--- src/rtl/i2c_arb_pkg.sv ---
// Shared definitions for the two-port i2c_control access arbiter:
// FSM state encoding, the latched request bundle and parameter defaults.
package i2c_arb_pkg;

    typedef enum logic [2:0] {
        IDLE  = 3'd0,
        ISSUE = 3'd1,
        WAIT  = 3'd2,
        GAP   = 3'd3,
        DONE  = 3'd4
    } arb_state_e;

    localparam int REQ_W = 66;

    // Field order matches the REQ_W bundle: {rd, addr_mode, addr, wrdata, dev_id, dly}.
    typedef struct packed {
        logic        rd;
        logic        addr_mode;
        logic [15:0] addr;
        logic [7:0]  wrdata;
        logic [7:0]  dev_id;
        logic [31:0] dly;
    } req_t;

    localparam logic [23:0] TIMEOUT_CYC_DEF = 24'd2000000;
    localparam logic [7:0]  GAP_CYC_DEF     = 8'd100;

endpackage

--- src/rtl/i2c_arb_pick.sv ---
// Two-way request picker: fixed priority (port 0) or round-robin, where the
// priority pointer moves to the other port only when a grant is taken.
module i2c_arb_pick #(
    parameter int ARB_MODE = 0
) (
    input  logic       Clk,
    input  logic       Rst_n,
    input  logic [1:0] req_i,
    input  logic       take_i,
    output logic       gnt_o
);

    logic prio_q, prio_d;

    // NOTE: every always_comb output gets a default first, so no path leaves it unassigned (no latch).
    always_comb begin
        gnt_o = 1'b0;
        case (req_i)
            2'b10:   gnt_o = 1'b1;
            2'b11:   gnt_o = (ARB_MODE == 1) ? prio_q : 1'b0;
            default: gnt_o = 1'b0;
        endcase
    end

    always_comb begin
        prio_d = prio_q;
        if (take_i && (req_i != 2'b00)) begin
            prio_d = ~gnt_o;
        end
    end

    // NOTE: sequential state uses non-blocking assignments so all registers update together.
    always_ff @(posedge Clk or negedge Rst_n) begin
        if (!Rst_n) begin
            prio_q <= 1'b0;
        end else begin
            prio_q <= prio_d;
        end
    end

endmodule

--- src/rtl/i2c_access_arbiter.sv ---
// Shares one i2c_control master between the init sequencer (port 0) and the
// runtime tuning path (port 1), with NACK retry, retry gap and timeout abort.
module i2c_access_arbiter
    import i2c_arb_pkg::*;
#(
    parameter int          ARB_MODE    = 0,
    parameter int          MAX_RETRY   = 3,
    parameter logic [23:0] TIMEOUT_CYC = TIMEOUT_CYC_DEF,
    parameter logic [7:0]  GAP_CYC     = GAP_CYC_DEF
) (
    input  logic        Clk,
    input  logic        Rst_n,

    input  logic        m0_req,
    input  logic        m0_rd,
    input  logic [15:0] m0_addr,
    input  logic        m0_addr_mode,
    input  logic [7:0]  m0_wrdata,
    input  logic [7:0]  m0_dev_id,
    input  logic [31:0] m0_dly,
    output logic        m0_done,
    output logic        m0_err,
    output logic [7:0]  m0_rddata,

    input  logic        m1_req,
    input  logic        m1_rd,
    input  logic [15:0] m1_addr,
    input  logic        m1_addr_mode,
    input  logic [7:0]  m1_wrdata,
    input  logic [7:0]  m1_dev_id,
    input  logic [31:0] m1_dly,
    output logic        m1_done,
    output logic        m1_err,
    output logic [7:0]  m1_rddata,

    output logic        i2c_wrreg_req,
    output logic        i2c_rdreg_req,
    output logic [15:0] i2c_addr,
    output logic        i2c_addr_mode,
    output logic [7:0]  i2c_wrdata,
    output logic [7:0]  i2c_device_id,
    output logic [31:0] i2c_dly_cnt_max,
    input  logic [7:0]  i2c_rddata,
    input  logic        i2c_rw_done,
    input  logic        i2c_ack,

    output logic        busy,
    output logic        owner
);

    arb_state_e  state_q, state_d;
    req_t        lat_q, lat_d;
    logic        owner_q, owner_d;
    logic [1:0]  retry_q, retry_d;
    logic [23:0] tmo_q, tmo_d;
    logic [7:0]  gap_q, gap_d;
    logic        err_q, err_d;
    logic [7:0]  rd0_q, rd0_d;
    logic [7:0]  rd1_q, rd1_d;

    logic        take;
    logic        gnt;
    req_t        req0, req1;

    assign req0 = '{m0_rd, m0_addr_mode, m0_addr, m0_wrdata, m0_dev_id, m0_dly};
    assign req1 = '{m1_rd, m1_addr_mode, m1_addr, m1_wrdata, m1_dev_id, m1_dly};
    assign take = (state_q == IDLE) && (m0_req || m1_req);

    i2c_arb_pick #(
        .ARB_MODE (ARB_MODE)
    ) u_pick (
        .Clk    (Clk),
        .Rst_n  (Rst_n),
        .req_i  ({m1_req, m0_req}),
        .take_i (take),
        .gnt_o  (gnt)
    );

    always_comb begin
        state_d = state_q;
        lat_d   = lat_q;
        owner_d = owner_q;
        retry_d = retry_q;
        err_d   = err_q;
        rd0_d   = rd0_q;
        rd1_d   = rd1_q;
        tmo_d   = '0;
        gap_d   = '0;

        case (state_q)
            IDLE: begin
                if (take) begin
                    lat_d   = gnt ? req1 : req0;
                    owner_d = gnt;
                    state_d = ISSUE;
                end
            end
            // Counter is zero on entry, so in WAIT it equals cycles since the issue pulse.
            ISSUE: begin
                tmo_d   = tmo_q + 24'd1;
                state_d = WAIT;
            end
            WAIT: begin
                tmo_d = tmo_q + 24'd1;
                if (i2c_rw_done) begin
                    if (!i2c_ack) begin
                        err_d   = 1'b0;
                        state_d = DONE;
                        if (lat_q.rd) begin
                            if (owner_q) rd1_d = i2c_rddata;
                            else         rd0_d = i2c_rddata;
                        end
                    end else if (retry_q < 2'(MAX_RETRY)) begin
                        retry_d = retry_q + 2'd1;
                        state_d = GAP;
                    end else begin
                        err_d   = 1'b1;
                        state_d = DONE;
                    end
                end else if (tmo_q == TIMEOUT_CYC - 24'd1) begin
                    err_d   = 1'b1;
                    state_d = DONE;
                end
            end
            GAP: begin
                if ((GAP_CYC == 8'd0) || (gap_q == GAP_CYC - 8'd1)) begin
                    state_d = ISSUE;
                end else begin
                    gap_d = gap_q + 8'd1;
                end
            end
            DONE: begin
                retry_d = '0;
                state_d = IDLE;
            end
            default: state_d = IDLE;
        endcase
    end

    always_ff @(posedge Clk or negedge Rst_n) begin
        if (!Rst_n) begin
            state_q <= IDLE;
            lat_q   <= '0;
            owner_q <= 1'b0;
            retry_q <= '0;
            tmo_q   <= '0;
            gap_q   <= '0;
            err_q   <= 1'b0;
            rd0_q   <= '0;
            rd1_q   <= '0;
        end else begin
            state_q <= state_d;
            lat_q   <= lat_d;
            owner_q <= owner_d;
            retry_q <= retry_d;
            tmo_q   <= tmo_d;
            gap_q   <= gap_d;
            err_q   <= err_d;
            rd0_q   <= rd0_d;
            rd1_q   <= rd1_d;
        end
    end

    assign i2c_wrreg_req   = (state_q == ISSUE) && !lat_q.rd;
    assign i2c_rdreg_req   = (state_q == ISSUE) &&  lat_q.rd;
    assign i2c_addr        = lat_q.addr;
    assign i2c_addr_mode   = lat_q.addr_mode;
    assign i2c_wrdata      = lat_q.wrdata;
    assign i2c_device_id   = lat_q.dev_id;
    assign i2c_dly_cnt_max = lat_q.dly;

    assign m0_done   = (state_q == DONE) && !owner_q;
    assign m1_done   = (state_q == DONE) &&  owner_q;
    assign m0_err    = m0_done && err_q;
    assign m1_err    = m1_done && err_q;
    assign m0_rddata = rd0_q;
    assign m1_rddata = rd1_q;

    assign busy  = (state_q != IDLE);
    assign owner = owner_q;

endmodule

--- config.mk ---
export PLATFORM = sky130hd
export DESIGN_NAME = i2c_access_arbiter
export DESIGN_NICKNAME = d
export VERILOG_FILES = /design/src/rtl/i2c_arb_pkg.sv /design/src/rtl/i2c_arb_pick.sv /design/src/rtl/i2c_access_arbiter.sv
export SDC_FILE = /design/constraint.sdc
export NUM_CORES = 1
export LEC_CHECK = 0
export BUFFER_PORTS_ARGS = -buffer_cell sky130_fd_sc_hd__buf_2
export CORE_MARGIN = 2
export CORE_UTILIZATION = 51
export CTS_BUF_LIST = sky130_fd_sc_hd__clkbuf_8
export DETAILED_ROUTE_END_ITERATION = 8
export PLACE_DENSITY = 0.86
export SKIP_LAST_GASP = 1
export SYNTH_ARGS = -nofsm -noshare
export SYNTH_HDL_FRONTEND = slang
export SYNTH_SLANG_ARGS = --single-unit
--- constraint.sdc ---
create_clock -name Clk -period 2.2 [get_ports Clk]
set_input_delay 0.22 -clock Clk [delete_from_list [all_inputs] [get_ports Clk]]
set_output_delay 0.22 -clock Clk [all_outputs]
set_load 0.02 [all_outputs]
# Word level (Yosys, flattened, before mapping)
# Index checks and enable logic that the tools add are counted.
# word_totals
register_bits	121
inputBits	146
out_inout_bits	89
# classes
add_sub_neg	3
magnitude_cmp	1
eq_ne	14
mux	20
bitwise	2
n_reduce_logical	21
# ops
op	n
$mux W66	1
$add A24 B1 Y24 const B	1
$eq A24 B21 Y1 const B	1
$mux W24	1
$mux W3	6
$mux W8	2
$pmux W3 S4	1
$ne A2 B2 Y1 const B	5
$reduce_and A5 Y1	2
$add A8 B1 Y8 const B	1
$eq A8 B7 Y1 const B	1
$logic_and A1 B1 Y1	7
$eq A3 B2 Y1 const B	2
$mux W2	3
$ne A3 B3 Y1 const B	2
$reduce_and A3 Y1	2
$mux W1	5
$pmux W2 S2	1
$reduce_and A4 Y1	1
$reduce_bool A2 Y1	2
$eq A3 B1 Y1 const B	1
$eq A3 B3 Y1 const B	1
$logic_not A3 Y1	1
$reduce_bool A3 Y1	1
8 further kinds	10

# Logic depth before layout (Yosys ltp)
# Gate-level depths: netlist (run 1).
# logic_depth
ltp_word	5
depth_mapped	6
ltp_nobuf	5

# Modules after synthesis
# From an unflattened synthesis (run 1), not the netlist that was laid out.
# unflattened
cells_unflattened	606
area_unflattened_um2	6180.9
# by_module_without_submodules
mod	instances	cells_per_inst	area_per_inst_um2	seq_area_each_um2
i2c_access_arbiter	1	605	6167.2	3027.9
i2c_arb_pick	1	1	13.8	0.0

# Least setup slack after synthesis (run 1)
# OpenSTA, ideal clock, no wires.
# synth_path
path_kind	reg2reg
start	register tmo_q[0]
end	register tmo_q[22]
t_arrival_ps	1860
t_required_ps	2122
slack_ps	262
path_stages_with_launch	6
n_path_buf	0
cell_sequence	dfrtp_1 > ha_1 > nand2_1 > or4_4 > or4_1 > a21oi_1
# synth_between
elab_chain_len	2
# synth_lines
element	line_no	source
start, declared	i2c_access_arbiter.sv:55	logic [23:0] tmo_q, tmo_d;
start signal, assigned	i2c_access_arbiter.sv:156	tmo_q <= tmo_d;
$add A24 B1 Y24	i2c_access_arbiter.sv:100, i2c_access_arbiter.sv:104	
$mux W24	--	
via tmo_d[22]	i2c_access_arbiter.sv:55	
# The timed path passes the listed nets, and every way through them passes these cells.
# A chain may end at the register's enable or synchronous reset.

# Worst setup path in the final report (run 1)
# layout_path
start	register tmo_q[1]
end	register tmo_q[20]
# The elaborated chain is that of the path after synthesis.

==> results of run 1 <==
## per-stage QoR
stage | utilization (%) | TNS [ns]
after global placement | 60.8 | 0
after CTS | 65.1 | 0
after detailed placement | 60.8 | 0
final | 65.4 | 0
after floorplan | - | 0
after global routing | 65.3 | -0.00915
## worst reg2reg max path, stage by stage (launching register included)
cell and delay (ns):
dfrtp_1 0.44, ha_4 0.17, nand2_1 0.11, or4_4 0.57
or4_1 0.55, a21oi_2 0.18
## how the worst min path moves through the flow
stage                  startpoint                        to  slack [ns]  cells past startpoint
floorplan                   Rst_n         err_q$_DFFE_PN0P_       -0.08                      0
global placement            Rst_n         owner$_DFFE_PN0P_        0.22                      1
detailed placement          Rst_n         owner$_DFFE_PN0P_        0.22                      1
CTS                 i2c_rddata[7]  m0_rddata[7]$_DFFE_PN0P_       0.002                      2
global route        i2c_rddata[7]  m1_rddata[7]$_DFFE_PN0P_       0.006                      2
finish              i2c_rddata[7]  m0_rddata[7]$_DFFE_PN0P_        0.03                      2
## cells by family after synthesis
logic type      Yosys count  share of synthesized area [%]
compound gates          107                           9.21
simple gates            180                           14.2
fa+ha+maj                 3                          0.615
buf+inv                  98                           10.1
flops                   121                           49.6
mux                      82                           13.8
xor+xnor                 17                           2.44
## area by class of cell
cell class / count / area [um2] / area share, %
inverters: 5 / 18.8 / 0.248
repair buffers: 253 / 1400 / 18.5
multi-input cells: 389 / 2500 / 33.0
flip-flops and latches: 121 / 3030 / 40.0
well taps: 143 / 179 / 2.37
clock inverters: 15 / 201 / 2.66
clock buffers: 17 / 234 / 3.09
diodes: 3 / 7.51 / 0.0993
## state kept, by name (all words and copies together) (netlist names)
| name | count |
|---|---|
| i2c_device_id | 8 |
| m0_rddata | 8 |
| lat_q | 1 |
| gap_q | 8 |
| i2c_dly_cnt_max | 32 |
| err_q | 1 |
| tmo_q | 24 |
| i2c_wrdata | 8 |
| owner | 1 |
| m1_rddata | 8 |
| i2c_addr_mode | 1 |
| i2c_addr | 16 |
| state_q | 3 |
| retry_q | 2 |
## layout by cell type, fill, tap and decap left out, types with 6 or more instances in the layout
cell | Yosys | layout
nand4_1 | 6 | 6
dlygate4sd3_1 | 0 | 7
clkbuf_8 | 0 | 17
a21oi_1 | 16 | 15
xnor2_1 | 12 | 12
nand2_1 | 82 | 82
nor2_1 | 34 | 34
buf_2 | 8 | 233
clkinvlp_4 | 0 | 6
buf_4 | 64 | 8
nand3_1 | 10 | 10
o21ai_0 | 80 | 80
nor3_1 | 8 | 8
dfrtp_1 | 121 | 121
mux2_2 | 16 | 16
or3_1 | 8 | 8
mux2i_1 | 66 | 66
## where the power goes
part           internal [W]  switching (W)  leakage, nW  total (W)
clock               0.00123       0.000963        0.200    0.00220
sequential          0.00299       0.000454         1.56    0.00344
combinational       0.00125        0.00228         1.94    0.00353
## what timing repair did
action                                  CTS  global route
hold buffers                              7             0
hold endpoints to repair                 42             0
resized for setup                         0             4
endpoints found under the setup margin    0            10
## metal layers
| metal | routed length [um] | track usage [%] | vias up |
|---|---|---|---|
| met5 | 0 | 0 | - |
| met3 | 1100 | 8.40 | 22 |
| met4 | 233 | 9.35 | 0 |
| li1 | - | - | 2405 |
| met1 | 5980 | 28.0 | 2291 |
| met2 | 7470 | 39.6 | 185 |
==> metrics.yaml, run 1 <==
rsz0062_at_grt: "true"
ys_seq_area_share_pct: 49.6
io_buffers: 234
fin_ws_ns: 0.0977
netlist_top_cells_area: "dfrtp_1 (50%), mux2i_1 (11%), buf_4 (7.9%), o21ai_0 (6.6%), nand2_1 (5.0%)"
async_flop_share_pct: 100
synth_common_cells: "dfrtp_1 (121), nand2_1 (82), o21ai_0 (80), mux2i_1 (66), buf_4 (64)"
crit_cells: 5
drv_slew: 0
synth.distinct_cells: 43
clock_sinks: 121
post-route-drc-count: 0
core_area_um2: 11600
totalPowerFinal_w: 0.00917
setup_viol: 0
reg2reg_depth: 5
gp_congestion: 0.875
synth.most_common_cell: "dfrtp_1"
rows: 39
h-tree-depth: 4
finalCriticalPeriod_ns: 2.10
ys_seq_elements: 121
rrSetupSlack_ns: 0.1
r2r_start: "tmo_q[1]$_DFF_PN0_"
die-area_um2: 12900
final_hold_viol_count: 0
p_leak_nw: 3.71
top_level_ports: 235
routed_wirelength_um: 14800
slew-limit-headroom_pct: 63.3
drt_iter0_markers: 245
cts.root.buffer_cell: "clkbuf_8"
synth_largest_area_cell: "dfrtp_1"
die_x_um: 113
crit_end: "tmo_q[20]$_DFF_PN0_"
grt_pass1_wl_um: 23800
grt_usage_pct: 23.7
fin_skew_ns: 0.00975
avgSynthCellArea_um2: 10.0
outcome: "finished clean"
clkLatencyLatePin_ns: 0.44
start_util_pct: 52.8
routed-via-count: 4903
area_growth_pct: 23.9
min_path_type: "in2reg"
path_class: "reg2reg"
cts_tree: "yes"
viasPerCell: 5.18
cpMaxStageDelayCell: "or4_4"
final_antenna_net_count: 0
worstSetupEndpointType: "register"
crit_buf_inv: 0
synth-warning-count: 0
worstMarginPinSlew_ns: 0.548
regToRegEndpoint: "tmo_q[20]$_DFF_PN0_"
fin_crit_sh_pct: 95.6
post_cts.repair.setup_buffers: 0
cp_top_family: "simple AND/OR/NAND/NOR gates"
dr.pass1.iters: 4
die_height_um: 113
arrival_ns: 2.46
place_area_um2: 7030
grt.overflow.total: 0
synth_cells: 608
peakVddDrop_uv: 841
maxCapViolCount: 0
grt_max_degree: 82
clkSlewWorstSetupHoldPaths_ns: 0.07
post_drt_wl_per_cell_um: 15.6
clk_path_buf_depth: 2
startpoint_type: "register"
postLayoutCellArea_um2: 7560
placed_cells: 904
max_freq_mhz: 476
crit_path_max_fanout: 6
fin_nets: 936
p_per_area_nw_per_um2: 1210
grt_pass1_vias: 4831
synth_edf_count: 0
fin_cells: 946
whs_ns: 0.0318
path_cells: "ha_4 -> nand2_1 -> or4_4 -> or4_1 -> a21oi_2"
drive_above_1_share_pct: 37.8
synth_top_area_share_pct: 49.6
crit_start: "tmo_q[1]$_DFF_PN0_"
cp_slowest_stage_delay_ns: 0.56
cts_buffers: 17
dp_slack_ns: 0.0984
num-fill-cells: 872
ys.flop_type: "dfrtp_1"
cp.required_ns: 2.56
syn-cell-area_um2: 6100
antenna_found_initial: 4
dpl.hpwl_um: 10800
syn_nets: 757
Note: power is estimated with default switching activity, not from simulation.
==> run 2, diff against run 1 <==
Settings changed: CORE_UTILIZATION 51 to 45, PLACE_DENSITY 0.86 to 0.77.
Clock period 2.2 ns to 2.4 ns, I/O delays scaled along.
==> run 2 against run 1 <==
Setup slack better by 0.22 ns. Combinational power shrank 10%. Core utilization is 8.9 points lower. Via count decreased by 1.8%. Total power is 10% lower. Maximum frequency up 0.84%. Critical path depth unchanged. Final area shrank 1.1%. Critical endpoint unchanged. Largest power group unchanged. Highest routed layer unchanged.
==> metrics.yaml, run 2 (same netlist as run 1, synthesis figures left out) <==
viasPerCell: 4.97  # was 5.18
antenna_found_initial: 0  # was 4
start_util_pct: 46.1  # was 52.8%
worstMarginPinSlew_ns: 0.672  # was 0.548 ns
clkSlewWorstSetupHoldPaths_ns: 0.07  # about the same
crit_path_max_fanout: 6  # unchanged
cpMaxStageDelayCell: "or4_4"  # unchanged
die-area_um2: 14500  # was 12900 um2
worstSetupEndpointType: "register"  # unchanged
top_level_ports: 235  # unchanged
fin_cells: 968  # was 946
setup-tns-final_ns: 0  # unchanged
rsz0062_at_grt: "false"  # was true
drive_above_1_share_pct: 37.2  # was 37.8%
p_seq_share_pct: 38.1  # was 37.6%
grt_pass1_wl_um: 23000  # was 23800 um
largest_reg_flops: 32  # unchanged
layout_commonest_cell: "buf_2"  # unchanged
drv_slew: 0  # unchanged
finalCriticalPeriod_ns: 2.08  # was 2.10 ns
dr.pass1.iters: 4  # unchanged
area_growth_pct: 22.6  # was 23.9%
crit_start: "tmo_q[0]$_DFF_PN0_"  # was tmo_q[1]$_DFF_PN0_
slew-limit-headroom_pct: 55.2  # was 63.3%
dpl.hpwl_um: 10500  # was 10800 um
rows: 42  # was 39
fin_crit_sh_pct: 86.9  # was 95.6%
clkLatencyLatePin_ns: 0.44  # about the same
final_util_pct: 56.5  # was 65.4%
cts_tree: "yes"  # unchanged
power.internal_w: 0.00500  # was 0.00547 W
p_switching_w: 0.00325  # was 0.00369 W
outcome: "finished clean"  # unchanged
cts_buffers: 17  # unchanged
clock_sinks: 121  # unchanged
path_cells: "ha_1 -> nand2_1 -> or4_4 -> or4_1 -> a21oi_1"  # was ha_4 -> nand2_1 -> or4_4 -> or4_1 -> a21oi_2
max_freq_mhz: 480  # was 476 MHz
cp_slowest_stage_delay_ns: 0.57  # was 0.56 ns
path_class: "reg2reg"  # unchanged
grt_pass1_vias: 4599  # was 4831
regToRegEndpoint: "tmo_q[20]$_DFF_PN0_"  # unchanged
min_path_type: "in2reg"  # unchanged
final_hold_viol_count: 0  # unchanged
postLayoutCellArea_um2: 7480  # was 7560 um2
p_per_area_nw_per_um2: 1100  # was 1210 nW/um2
clockPowerShare_pct: 23.6  # was 24.0%
whs_ns: 0.0530  # was 0.0318 ns
place_area_um2: 7040  # was 7030 um2
drt_iter0_markers: 202  # was 245
fin_nets: 928  # was 936
final_cell_mix: "buf_2 (233), dfrtp_1 (121), nand2_1 (82)"  # unchanged
arrival_ns: 2.45  # was 2.46 ns
core_area_um2: 13200  # was 11600 um2
clk_path_buf_depth: 2  # unchanged
reg2reg_depth: 5  # unchanged
combinationalPowerShare_pct: 38.3  # was 38.5%
switching_share_pct: 39.4  # was 40.3%
startpoint_type: "register"  # unchanged
gp_congestion: 0.826  # was 0.875
die_x_um: 120  # was 113 um
p_leak_nw: 3.69  # was 3.71 nW
cp.required_ns: 2.76  # was 2.56 ns
rrSetupSlack_ns: 0.32  # was 0.1 ns
grt.overflow.total: 0  # unchanged
grt_usage_pct: 20.3  # was 23.7%
fin_skew_ns: 0.0100  # was 0.00975 ns
setup_viol: 0  # unchanged
io_buffers: 234  # unchanged
die_height_um: 120  # was 113 um
post_drt_wl_per_cell_um: 14.5  # was 15.6 um
peakVddDrop_uv: 635  # was 841 uV
routed-via-count: 4814  # was 4903
maxCapViolCount: 0  # unchanged
placed_cells: 935  # was 904
h-tree-depth: 4  # unchanged
routed_wirelength_um: 14000  # was 14800 um
diodes: 0  # was 3
grt_max_degree: 81  # was 82
r2r_start: "tmo_q[0]$_DFF_PN0_"  # was tmo_q[1]$_DFF_PN0_
crit_end: "tmo_q[20]$_DFF_PN0_"  # unchanged
post-route-drc-count: 0  # unchanged
num-fill-cells: 1220  # was 872
cts.root.buffer_cell: "clkbuf_8"  # unchanged
final_antenna_net_count: 0  # unchanged
run 2: cell types whose count changed in the layout (fill, tap and decap cells not counted), sizes merged:
cell,previous run,this run
buf,246,244
clkbuf,17,18
clkinv,4,7
clkinvlp,6,1
diode,3,0
dlygate4sd3,7,1
inv,6,7
run 2: final cells by class:
cell class / instances / area [um2] / area share, %
Clock inverter: 14 / 181 / 2.43
Sequential cell: 121 / 3030 / 40.5
Tap cell: 176 / 220 / 2.94
Clock buffer: 18 / 248 / 3.31
Inverter: 5 / 18.8 / 0.251
Timing Repair Buffer: 245 / 1310 / 17.5
Multi-Input combinational cell: 389 / 2470 / 33.1
run 2: worst min path at each step:
| stage | slack (ns) | cells after the start | end | start |
|---|---|---|---|---|
| floorplan | -0.06 | 0 | err_q$_DFFE_PN0P_ | Rst_n |
| global placement | 0.32 | 1 | retry_q[0]$_DFFE_PN0P_ | Rst_n |
| detailed placement | 0.32 | 1 | retry_q[0]$_DFFE_PN0P_ | Rst_n |
| CTS | 0.01 | 2 | m0_rddata[5]$_DFFE_PN0P_ | i2c_rddata[5] |
| global route | 0.02 | 2 | m1_rddata[1]$_DFFE_PN0P_ | i2c_rddata[1] |
| finish | 0.05 | 2 | m1_rddata[5]$_DFFE_PN0P_ | i2c_rddata[5] |
run 2: repair_timing:
action	4_1_cts	5_1_grt
buffers inserted	0	0
endpoints found under the hold margin	47	0
resized for setup	0	0
hold buffers	1	0
setup endpoints to repair	0	0
run 2: through the flow:
| stage | power, W | setup WS (ns) |
|---|---|---|
| after global placement | 0.00629 | 0.391 |
| after detailed placement | 0.00637 | 0.323 |
| after floorplan | 0.00581 | 0.462 |
| after global routing | 0.00885 | 0.202 |
| after CTS | 0.00837 | 0.328 |
| final | 0.00825 | 0.315 |
run 2: routing by layer:
| layer | vias to the layer above | routed length, um | GRT usage [%] |
|---|---|---|---|
| li1 | 2382 | - | - |
| met1 | 2259 | 5960 | 25.2 |
| met2 | 158 | 6900 | 33.4 |
| met3 | 15 | 1000 | 7.08 |
| met4 | 0 | 166 | 5.81 |
| met5 | - | 0 | 0 |
run 2: worst max-delay path, delay by kind of cell (launching register included):
kind / cells / cell delay, ns
and+or+nand+nor: 3 / 1.22
DFF: 1 / 0.41
adders and majority gates: 1 / 0.23
AOI/OAI and AO/OA: 1 / 0.16
run 2: power groups by stage:
stage | logic, W | registers (W) | clock network [W]
3_3_place_gp | 0.00314 | 0.00315 | 0
3_5_place_dp | 0.00322 | 0.00316 | 0
2_1_floorplan | 0.00259 | 0.00322 | 0
4_1_cts | 0.00321 | 0.00315 | 0.00202
5_1_grt | 0.00350 | 0.00324 | 0.00211
6_report | 0.00316 | 0.00314 | 0.00195
